## src/rtl/cpu_pkg.sv

```systemverilog
// cpu_pkg -- shared definitions for the decode/operand-fetch stage.
// Holds the instruction-register field positions, the opcode constants the
// decoder needs to recognise, the MD/BS encodings and the packed control word
// handed from dof_decode to dof_pipe.
package cpu_pkg;

  // Field positions inside the 32-bit instruction register.
  localparam int OPC_MSB = 31;
  localparam int DA_MSB  = 24;
  localparam int AA_MSB  = 19;
  localparam int BA_MSB  = 14;
  localparam int IMM_W   = 15;

  // Opcodes the decoder treats specially. Bit 5 marks the immediate family;
  // JMR, BZ, BNZ and SLT share that bit but still read BBUS from a register.
  localparam logic [6:0] OP_NOP = 7'h00;
  localparam logic [6:0] OP_LD  = 7'h10;
  localparam logic [6:0] OP_ST  = 7'h11;
  localparam logic [6:0] OP_ANI = 7'h28;
  localparam logic [6:0] OP_ORI = 7'h29;
  localparam logic [6:0] OP_XRI = 7'h2A;
  localparam logic [6:0] OP_BZ  = 7'h60;
  localparam logic [6:0] OP_BNZ = 7'h61;
  localparam logic [6:0] OP_AIU = 7'h62;
  localparam logic [6:0] OP_JMP = 7'h64;
  localparam logic [6:0] OP_SIU = 7'h65;
  localparam logic [6:0] OP_JML = 7'h67;
  localparam logic [6:0] OP_JMR = 7'h70;
  localparam logic [6:0] OP_SLT = 7'h75;

  // Write-back source select.
  localparam logic [1:0] MD_ALU = 2'b00;
  localparam logic [1:0] MD_MEM = 2'b01;
  localparam logic [1:0] MD_SLT = 2'b10;

  // Branch select.
  localparam logic [1:0] BS_NONE = 2'b00;
  localparam logic [1:0] BS_COND = 2'b01;
  localparam logic [1:0] BS_JUMP = 2'b10;
  localparam logic [1:0] BS_JREG = 2'b11;

  typedef struct packed {
    logic       rw;
    logic [1:0] md;
    logic [1:0] bs;
    logic       ps;
    logic       mw;
    logic [4:0] fs;
  } ctrl_t;

endpackage

```

## src/rtl/dof_decode.sv

```systemverilog
// dof_decode -- purely combinational instruction decoder.
// Ports:
//   opcode : IR[31:25]
//   imm    : IR[14:0], raw immediate field
//   ctrl   : decoded control word (RW, MD, BS, PS, MW, FS)
//   konst  : immediate extended to DW (zero- or sign-extended by opcode)
//   a_sel  : 1 = ABUS takes the PC (JML), 0 = register operand
//   b_sel  : 1 = BBUS takes konst, 0 = register operand
module dof_decode
  import cpu_pkg::*;
#(
  parameter int DW = 32
) (
  input  logic [6:0]       opcode,
  input  logic [IMM_W-1:0] imm,
  output ctrl_t            ctrl,
  output logic [DW-1:0]    konst,
  output logic             a_sel,
  output logic             b_sel
);

  logic zero_ext;

  // Control word: FS is always the low opcode bits; the rest is a lookup.
  always_comb begin
    ctrl    = '0;
    ctrl.fs = opcode[4:0];
    ctrl.rw = 1'b1;
    ctrl.md = MD_ALU;
    ctrl.bs = BS_NONE;
    case (opcode)
      OP_NOP, OP_ST, OP_BZ, OP_BNZ, OP_JMP, OP_JMR: ctrl.rw = 1'b0;
      default: ;
    endcase
    case (opcode)
      OP_LD:   ctrl.md = MD_MEM;
      OP_SLT:  ctrl.md = MD_SLT;
      default: ;
    endcase
    case (opcode)
      OP_BZ, OP_BNZ:  ctrl.bs = BS_COND;
      OP_JMP, OP_JML: ctrl.bs = BS_JUMP;
      OP_JMR:         ctrl.bs = BS_JREG;
      default: ;
    endcase
    ctrl.mw = (opcode == OP_ST);
    ctrl.ps = (opcode == OP_BZ);
  end

  // Unsigned and logical immediates zero-extend; everything else sign-extends.
  assign zero_ext = (opcode == OP_AIU) || (opcode == OP_SIU) || (opcode == OP_ANI) ||
                    (opcode == OP_ORI) || (opcode == OP_XRI);
  assign konst    = zero_ext ? {{(DW-IMM_W){1'b0}}, imm}
                             : {{(DW-IMM_W){imm[IMM_W-1]}}, imm};

  assign a_sel = (opcode == OP_JML);
  assign b_sel = opcode[5] && (opcode != OP_JMR) && (opcode != OP_BZ) &&
                 (opcode != OP_BNZ) && (opcode != OP_SLT);

endmodule

```

## src/rtl/dof_pipe.sv

```systemverilog
// dof_pipe -- decode/operand-fetch stage with EX/WB bypass, load-use hazard
// detection and the DOF->EX pipeline register.
// Ports:
//   clk, rst_n           : clock, asynchronous active-low reset
//   in_valid, PCM1, IR   : incoming instruction and its PC-1
//   stall, flush         : downstream hold / kill requests
//   ADATA, BDATA         : register-file read data for AA / BA
//   ex_*, wb_*           : bypass sources from the EX and WB stages
//   AA, BA               : combinational register-file read addresses
//   hazard               : combinational load-use stall request to fetch
//   out_valid .. BBUS    : registered control word and operand buses
module dof_pipe
  import cpu_pkg::*;
#(
  parameter int DW     = 32,
  parameter int PCW    = 16,
  parameter int RAW    = 5,
  parameter bit FWD_EN = 1'b1
) (
  input  logic           clk,
  input  logic           rst_n,
  input  logic           in_valid,
  input  logic           stall,
  input  logic           flush,
  input  logic [PCW-1:0] PCM1,
  input  logic [31:0]    IR,
  input  logic [DW-1:0]  ADATA,
  input  logic [DW-1:0]  BDATA,
  input  logic           ex_rw,
  input  logic           wb_rw,
  input  logic [RAW-1:0] ex_da,
  input  logic [RAW-1:0] wb_da,
  input  logic [DW-1:0]  ex_data,
  input  logic [DW-1:0]  wb_data,
  output logic [RAW-1:0] AA,
  output logic [RAW-1:0] BA,
  output logic           hazard,
  output logic           out_valid,
  output logic           RW,
  output logic           PS,
  output logic           MW,
  output logic [RAW-1:0] DA,
  output logic [1:0]     MD,
  output logic [1:0]     BS,
  output logic [4:0]     FS,
  output logic [DW-1:0]  ABUS,
  output logic [DW-1:0]  BBUS
);

  logic [6:0]     opcode;
  logic [RAW-1:0] da_in;
  ctrl_t          ctrl;
  logic [DW-1:0]  konst;
  logic           a_sel;
  logic           b_sel;
  logic [DW-1:0]  a_op;
  logic [DW-1:0]  b_op;
  logic [DW-1:0]  abus_next;
  logic [DW-1:0]  bbus_next;

  assign opcode = IR[OPC_MSB -: 7];
  assign da_in  = IR[DA_MSB -: RAW];
  assign AA     = IR[AA_MSB -: RAW];
  assign BA     = IR[BA_MSB -: RAW];

  dof_decode #(.DW(DW)) u_decode (
    .opcode (opcode),
    .imm    (IR[IMM_W-1:0]),
    .ctrl   (ctrl),
    .konst  (konst),
    .a_sel  (a_sel),
    .b_sel  (b_sel)
  );

  // Register 0 is hardwired to zero, so it is never forwarded. EX is the
  // younger result and therefore wins over WB.
  function automatic logic [DW-1:0] pick_operand(
    input logic [RAW-1:0] addr,
    input logic [DW-1:0]  rf,
    input logic           erw,
    input logic [RAW-1:0] eda,
    input logic [DW-1:0]  edat,
    input logic           wrw,
    input logic [RAW-1:0] wda,
    input logic [DW-1:0]  wdat
  );
    if (addr == '0)                        return '0;
    else if (FWD_EN && erw && eda == addr) return edat;
    else if (FWD_EN && wrw && wda == addr) return wdat;
    else                                   return rf;
  endfunction

  always_comb begin
    a_op = pick_operand(AA, ADATA, ex_rw, ex_da, ex_data, wb_rw, wb_da, wb_data);
    b_op = pick_operand(BA, BDATA, ex_rw, ex_da, ex_data, wb_rw, wb_da, wb_data);
  end

  assign abus_next = a_sel ? {{(DW-PCW){1'b0}}, PCM1} : a_op;
  assign bbus_next = b_sel ? konst : b_op;

  // A load in EX cannot be bypassed; BA only matters when BBUS reads a register.
  assign hazard = in_valid && out_valid && (MD == MD_MEM) && (DA != '0) &&
                  ((DA == AA) || (!b_sel && (DA == BA)));

  // Pipeline register: flush beats stall beats hazard beats a normal load.
  // Bubbles clear only the fields that cause side effects downstream.
  always_ff @(posedge clk or negedge rst_n) begin
    if (!rst_n) begin
      out_valid <= 1'b0;
      RW        <= 1'b0;
      MW        <= 1'b0;
      PS        <= 1'b0;
      MD        <= MD_ALU;
      BS        <= BS_NONE;
      FS        <= '0;
      DA        <= '0;
      ABUS      <= '0;
      BBUS      <= '0;
    end else if (flush) begin
      out_valid <= 1'b0;
      RW        <= 1'b0;
      MW        <= 1'b0;
      BS        <= BS_NONE;
    end else if (!stall) begin
      if (hazard) begin
        out_valid <= 1'b0;
        RW        <= 1'b0;
        MW        <= 1'b0;
        BS        <= BS_NONE;
      end else begin
        out_valid <= in_valid;
        RW        <= in_valid & ctrl.rw;
        MW        <= in_valid & ctrl.mw;
        BS        <= in_valid ? ctrl.bs : BS_NONE;
        PS        <= ctrl.ps;
        MD        <= ctrl.md;
        FS        <= ctrl.fs;
        DA        <= da_in;
        ABUS      <= abus_next;
        BBUS      <= bbus_next;
      end
    end
  end

endmodule
```

## config.mk

```make
export PLATFORM = sky130hd
export DESIGN_NAME = dof_pipe
export DESIGN_NICKNAME = d
export VERILOG_FILES = /design/src/rtl/cpu_pkg.sv /design/src/rtl/dof_decode.sv /design/src/rtl/dof_pipe.sv
export SDC_FILE = /design/constraint.sdc
export NUM_CORES = 1
export LEC_CHECK = 0
export ABC_CLOCK_PERIOD_IN_PS = 2600
export CELL_PAD_IN_SITES_DETAIL_PLACEMENT = 1
export CELL_PAD_IN_SITES_GLOBAL_PLACEMENT = 1
export CORE_ASPECT_RATIO = 1.4
export CORE_MARGIN = 4
export CORE_UTILIZATION = 29
export CTS_BUF_LIST = sky130_fd_sc_hd__clkbuf_2
export CTS_CLUSTER_DIAMETER = 80
export DETAILED_ROUTE_END_ITERATION = 8
export HOLD_SLACK_MARGIN = 0.15
export PLACE_DENSITY_LB_ADDON = 0.1
export SLEW_MARGIN = 20
export SYNTH_ARGS = -nofsm -noshare
export SYNTH_HDL_FRONTEND = slang
export SYNTH_SLANG_ARGS = --single-unit
```

## constraint.sdc

```tcl
create_clock -name clk -period 2.6 [get_ports clk]
set_clock_uncertainty 0.1 [all_clocks]
set_input_delay 0.39 -clock clk [delete_from_list [all_inputs] [get_ports clk]]
set_output_delay 0.39 -clock clk [all_outputs]
set_load 0.02 [all_outputs]
```

==> results.ini, run 1 <==
[yosys]
yosysMostFrequentCell=dfrtp_1
yosys.area_share.simple=0.130
ys_ff_latch=82
syn_area_mm2=0.00515
synth_top_family_by_area=compound AO/OA/AOI/OAI gates
yosysSeqAreaShare=0.398
synth.area.top_cells=dfrtp_1 (40%), mux2_2 (6.8%), mux2i_1 (6.4%)
synth.avg_cell_area_um2=9.72
syn_nets=723
synth_edf_count=0
synth_compound_area_frac=0.226
synthAdderAreaFrac=0
ys_warn_count=0
synth.top_cells.by_count=dfrtp_1 (82), nand2_1 (63), nor2_1 (44)
ys_types=50
yosysTopAreaCell=dfrtp_1
yosysTopAreaCellShare=0.398
synth_cells=530
synthXorXnorAreaFrac=0.0544
synth-main-ff-cell=dfrtp_1
synthMuxAreaShare=0.132
async_reset_ff_frac=1.00

[routing]
wl_per_cell_um=21.5
drt-vias-per-instance=5.13
num_vias=5600
drc=0
first_iter_violations=251
ant_nets=0
drt_pass1_iterations=9
wl_um=23500

[clock_tree]
htree_levels=3
cts_num_sinks=82
clk_path_buf_depth=2
cts_buffers=9
cts_root_buf=clkbuf_2
tritoncts=built
clk_latency_ns=0.53
cts.clk_slew.worst_paths_ns=0.23

[timing]
finalCritPeriodShare=0.959
tightest_slew_ns=0.918
slew_headroom=0.387
slew_viol_final=0
post-route-min-period_ns=2.49
final_hold_viol_count=0
finalSetupViolCount=0
hold_slack_ns=0.281
max_freq_ghz=0.401
setup_tns_ns=0
rsz0062_at_grt=no
setup_ws_ns=0.107

[final_layout]
synthToLayoutAreaGrowth_pct=72.4
nNetsFinal=1042
fillCellCount=2034
drive_above_1_share=0.166
finalNonFillerCells=1091
final_util=0.510
finalInstanceArea_mm2=0.00888

[grt]
grt_antenna_before_repair=1
grt_use_total=0.232
grt_max_degree=83
grt_overflow=0
grt_pass1_wl_um=36300
grt_pass1_vias=6540

[die]
num_rows=57
die_width_um=121
pin_count=286
fp.coreArea_mm2=0.0174
dieArea_mm2=0.0200
die_h_um=166
start_util=0.296

[hold_path]
hp-class=in2async

[placement]
place_area_mm2=0.00872
routabilityCongestion=0.853
pre_cts_slack_ns=-0.466
io_buffer_count=285
dpl.hpwl_um=18700
dp_cells=1072

[worst_setup_path]
end_kind=flip-flop
cp-startpoint=IR[27]
cp_data_required_time_ns=2.94
critPathLaunchType=input port
arrival_ns=2.83
worstReg2RegStart=DA[4]$_DFFE_PN0P_
crit_fanout=10
crit_type=in2reg

[power_and_ir_drop]
total_power_mw=4.14
p_per_area_mw_per_mm2=466
ir_drop_v=0.000349
leakagePower_nw=3.44

[outcome]
status=finished, final reports clean

[flow_run]
cap_violations=0

-- cell families (layout without fill, tap and decap cells) --
kind of cell	after synthesis	after routing
AO/OA/AOI/OAI	152	152
AND/OR/NAND/NOR	145	145
multiplexers	64	64
buffers and inverters	55	379
other	0	1
flip-flops	82	82
XOR/XNOR	32	32
-- power by group --
part / switching (mW) / internal, mW / total (mW) / leakage [nW]
Combinational: 0.820 / 0.927 / 1.75 / 2.39
Clock: 0.471 / 0.325 / 0.796 / 0.0840
Sequential: 0.127 / 1.47 / 1.60 / 0.968
Total: 1.42 / 2.72 / 4.14 / 3.44
-- critical path, cell delays in order --
cell             delay (ns)
clkdlybuf4s50_1        0.54
nand3b_1               0.18
a41oi_4                0.16
buf_4                  0.17
o21bai_1               0.17
nor2b_1                0.72
buf_4                  0.25
nand2_1                0.06
a31oi_1                0.18
-- metal layers --
metal,global-route usage,part of all wire,up-vias
li1,-,-,2604
met1,0.244,0.37,2741
met2,0.438,0.54,225
met3,0.0662,0.071,30
met4,0.0725,0.025,0
met5,0,0,-
-- flip-flops by register name (all words and copies together), names as in the netlist --
register / count
PS: 1
MW: 1
BS: 2
MD: 2
FS: 5
out_valid: 1
DA: 5
RW: 1
BBUS: 32
ABUS: 32
-- placed cells by master, fill, tap and decap left out, types with 3 or more instances in the layout --
cell and count:
nor2_1 43, a31oi_1 7, nor3_1 3, buf_12 11
o22a_1 17, clkbuf_2 11, mux2i_1 33, a22o_1 16
clkdlybuf4s50_1 283, a222oi_1 23, mux2_2 31, xnor2_1 13
nand2_1 63, a21oi_1 30, nor2b_1 3, a22oi_1 9
nand3_1 5, nand2b_1 3, nor4_1 3, xor2_1 19
dfrtp_2 3, nand4_1 3, dfrtp_1 79, o2bb2ai_1 18
o21ai_0 18, buf_4 65
-- timing repair --
action / 4_1_cts / 5_1_grt
gates resized for setup: 7 / 4
hold endpoints to repair: 82 / 0
pin swaps: 0 / 2
hold buffers: 1 / 0
setup buffers: 1 / 0
endpoints found under the setup margin: 1 / 1
-- final timing paths --
| path | end | depth (start not counted) | slack (ns) |
|---|---|---|---|
| max | BBUS[0]$_DFFE_PN0P_ | 9 | 0.11 |
| min reg2reg | PS$_DFFE_PN0P_ | 2 | 0.42 |
| min in group clk | DA[2]$_DFFE_PN0P_ | 3 | 0.29 |
| max in group asynchronous | BBUS[16]$_DFFE_PN0P_ | 3 | 1.72 |
| max reg2reg | BBUS[20]$_DFFE_PN0P_ | 6 | 0.35 |
| min | ABUS[29]$_DFFE_PN0P_ | 3 | 0.28 |
-- layout make-up --
| class | count | area, um2 | share of cell area |
|---|---|---|---|
| diodes | 1 | 2.50 | 0.000282 |
| clock buffers | 11 | 55.1 | 0.00620 |
| clock inverters | 5 | 77.6 | 0.00873 |
| inverters | 2 | 7.51 | 0.000845 |
| multi-input cells | 393 | 2830 | 0.319 |
| flip-flops and latches | 82 | 2060 | 0.231 |
| well taps | 236 | 295 | 0.0332 |
| repair buffers | 361 | 3560 | 0.400 |
Note: power is estimated with default switching activity, not from simulation.
==> run 2: changes to the inputs <==
--- a/config.mk
+++ b/config.mk
@@ -5,17 +5,17 @@
 export SDC_FILE = /design/constraint.sdc
 export NUM_CORES = 1
 export LEC_CHECK = 0
-export ABC_CLOCK_PERIOD_IN_PS = 2600
+export ABC_CLOCK_PERIOD_IN_PS = 2300
 export CELL_PAD_IN_SITES_DETAIL_PLACEMENT = 1
 export CELL_PAD_IN_SITES_GLOBAL_PLACEMENT = 1
 export CORE_ASPECT_RATIO = 1.4
 export CORE_MARGIN = 4
 export CORE_UTILIZATION = 29
 export CTS_BUF_LIST = sky130_fd_sc_hd__clkbuf_2
-export CTS_CLUSTER_DIAMETER = 80
+export CTS_CLUSTER_DIAMETER = 200
 export DETAILED_ROUTE_END_ITERATION = 8
 export HOLD_SLACK_MARGIN = 0.15
-export PLACE_DENSITY_LB_ADDON = 0.1
+export PLACE_DENSITY = 0.88
 export SLEW_MARGIN = 20
 export SYNTH_ARGS = -nofsm -noshare
 export SYNTH_HDL_FRONTEND = slang
==> constraint.sdc (replaced) <==
create_clock -name clk -period 2.3 [get_ports clk]
set_clock_uncertainty 0.1 [all_clocks]
set_input_delay 0.345 -clock clk [delete_from_list [all_inputs] [get_ports clk]]
set_output_delay 0.345 -clock clk [all_outputs]
set_load 0.02 [all_outputs]
==> results.ini, run 2 (synthesized netlist as in run 1, its figures left out) <==
[hold_path]
whs_path_depth=3
hp-class=in2reg
min_to=DA[2]$_DFFE_PN0P_
worstHoldStart=IR[22]

[die]
pin_count=286  ; unchanged
num_rows=57  ; unchanged
die_width_um=121  ; unchanged
die_h_um=166  ; unchanged
fp.coreArea_mm2=0.0174  ; unchanged
dieArea_mm2=0.0200  ; unchanged
start_util=0.296  ; unchanged

[clock_tree]
cts.clk_slew.worst_paths_ns=0.26  ; +0.03 ns
htree_levels=3  ; unchanged
clk_path_buf_depth=2  ; unchanged
cts_buffers=9  ; unchanged
cts_num_sinks=82  ; unchanged
tritoncts=built
cts_root_buf=clkbuf_2
clk_latency_ns=0.60  ; +0.07 ns

[routing]
drt_pass1_iterations=5  ; -4
num_vias=6416  ; +15%
drt-vias-per-instance=5.60  ; +9.1%
ant_nets=0  ; unchanged
wl_per_cell_um=28.3  ; +31%
first_iter_violations=455  ; +81%
drc=0  ; unchanged
wl_um=32500  ; +38%

[timing]
final_hold_viol_count=0  ; unchanged
slew_viol_final=0  ; unchanged
post-route-min-period_ns=2.50
hold_slack_ns=0.229  ; -0.0525 ns
tightest_slew_ns=0.778  ; -0.139 ns
max_freq_ghz=0.400
rsz0062_at_grt=yes
finalCritPeriodShare=1.09
setup_ws_ns=-0.199  ; -0.306 ns
slew_headroom=0.481  ; +0.0941
finalSetupViolCount=78  ; +78

[final_layout]
drive_above_1_share=0.312  ; +0.146
final_cell_mix=clkdlybuf4s50_1 (270), buf_4 (82), dfrtp_1 (78)
finalNonFillerCells=1146  ; +5.0%
synthToLayoutAreaGrowth_pct=99.1
layout_commonest_cell=clkdlybuf4s50_1
multi_input_area_mm2=0.00344  ; +21%
regArea_mm2=0.00206  ; about the same
largest_registers=ABUS: 32 flops, BBUS: 32 flops
nNetsFinal=1097  ; +5.3%
final_util=0.590  ; +0.0790
fillCellCount=1858  ; -8.7%

[power_and_ir_drop]
p_per_area_mw_per_mm2=530  ; +14%
leakagePower_nw=4.03  ; +17%
power.switching_mw=2.07  ; +46%
p_sw_frac=0.381  ; +0.0388
ir_drop_v=0.000279  ; -20%
pwr-share-clk=0.186  ; -0.006
total_power_mw=5.44  ; +31%
seqPwrFrac=0.345  ; -0.040
p_int_mw=3.36  ; +24%
combPwrFrac=0.468  ; +0.046

[grt]
grt_use_total=0.283  ; +0.0510
grt_pass1_wl_um=42500  ; +17%
use_met2=0.529  ; +0.0908
grt-busiest-layer=met2
grt_pass1_vias=7082  ; +8.3%
met3_usage=0.0682  ; +0.00205
grt_max_degree=33  ; -60%
grt_antenna_before_repair=1  ; unchanged
grt_overflow=0  ; unchanged
grt_use_met1=0.282  ; +0.0389

[placement]
io_buffer_count=285  ; unchanged
dp_cells=1092  ; +1.9%
pre_cts_slack_ns=-0.834  ; -0.368 ns
dpl.hpwl_um=21100  ; +13%
routabilityCongestion=0.917  ; +7.4%

[worst_setup_path]
r2r_end=MD[1]$_DFFE_PN0P_
crit_type=reg2reg
cp_data_required_time_ns=2.74  ; -0.20 ns
rr_worst_depth=10  ; +4
critPathMaxStageDelay_ns=0.52  ; -0.20 ns
end_kind=flip-flop
cpMostUsedCell=buf_6
path_cells=xnor2_1, nand3_2, buf_6, or4_4, buf_6, a21oi_4, buf_6, clkbuf_16, nand2_2, o21ai_1
ff2ff_setup_slack_ns=-0.20  ; -0.55 ns
arrival_ns=2.94  ; +0.11 ns
cp-startpoint=DA[0]$_DFFE_PN0P_
worstReg2RegStart=DA[0]$_DFFE_PN0P_
critPathLaunchType=flip-flop
crit_fanout=8  ; -2
crit_slowest_cell=or4_4

[flow_run]
cap_violations=0  ; unchanged

[outcome]
violations=negative setup slack
status=finished with violations

[run 2: changes by cell type in the layout (fill, tap and decap cells not counted), moves of 17 or more]
cell / delta
nor2_1: -32
a21oi_1: -21
buf_4: +17
a21oi_2: +20
nor2_4: +28
nand2_1: -21
[run 2: power by group through the flow]
stage	Clock (mW)	Sequential [mW]	Combinational (mW)
6_report	1.01	1.88	2.55
4_1_cts	1.03	1.83	2.29
2_1_floorplan	0	2.08	0.551
3_5_place_dp	0	1.84	2.06
5_1_grt	1.10	1.90	2.65
3_3_place_gp	0	1.82	2.01
[run 2: worst max-delay path by stage]
stage / end / slack [ns]
floorplan: BBUS[24]$_DFFE_PN0P_ / 0.04
global placement: BBUS[2]$_DFFE_PN0P_ / -0.73
detailed placement: BBUS[2]$_DFFE_PN0P_ / -0.83
CTS: hazard / -0.19
global route: hazard / -0.25
finish: MD[1]$_DFFE_PN0P_ / -0.20
[run 2: area by class of cell]
class / count / area share
Clock buffer: 9 / 0.00439
Multi-Input combinational cell: 397 / 0.335
Antenna cell: 1 / 0.000244
Timing Repair Buffer: 412 / 0.419
Sequential cell: 82 / 0.201
Inverter: 2 / 0.000732
Clock inverter: 7 / 0.0106
Tap cell: 236 / 0.0288
[run 2: per-stage QoR]
step	TNS, ns	cell area [um2]
2_1_floorplan	0	5150
3_3_place_gp	-41.83	8890
3_5_place_dp	-47.14	8890
4_1_cts	-5.32	9670
5_1_grt	-11.59	10300
6_report	-8.87	10300
[run 2: timing repair]
item                                   in CTS  in global routing
endpoints found under the hold margin      85                  0
gates resized for setup                    88                110
gates cloned                                8                 10
setup endpoints to repair                  22                 81
pin swaps                                  22                 52
hold buffers                                6                  0
setup buffers                              13                  7
[run 2: routing by layer]
layer / up-vias / share of wire
met5: - / 0
met4: 0 / 0.052
met3: 101 / 0.075
met2: 372 / 0.53
met1: 3212 / 0.34
li1: 2731 / -
[run 2: critical path, delay by kind of cell (launching register included)]
family | cells | cell delay [ns]
buffers and inverters | 4 | 0.65
AOI/OAI and AO/OA | 2 | 0.27
and+or+nand+nor | 3 | 0.73
DFF | 1 | 0.48
xor gates and xnor gates | 1 | 0.21
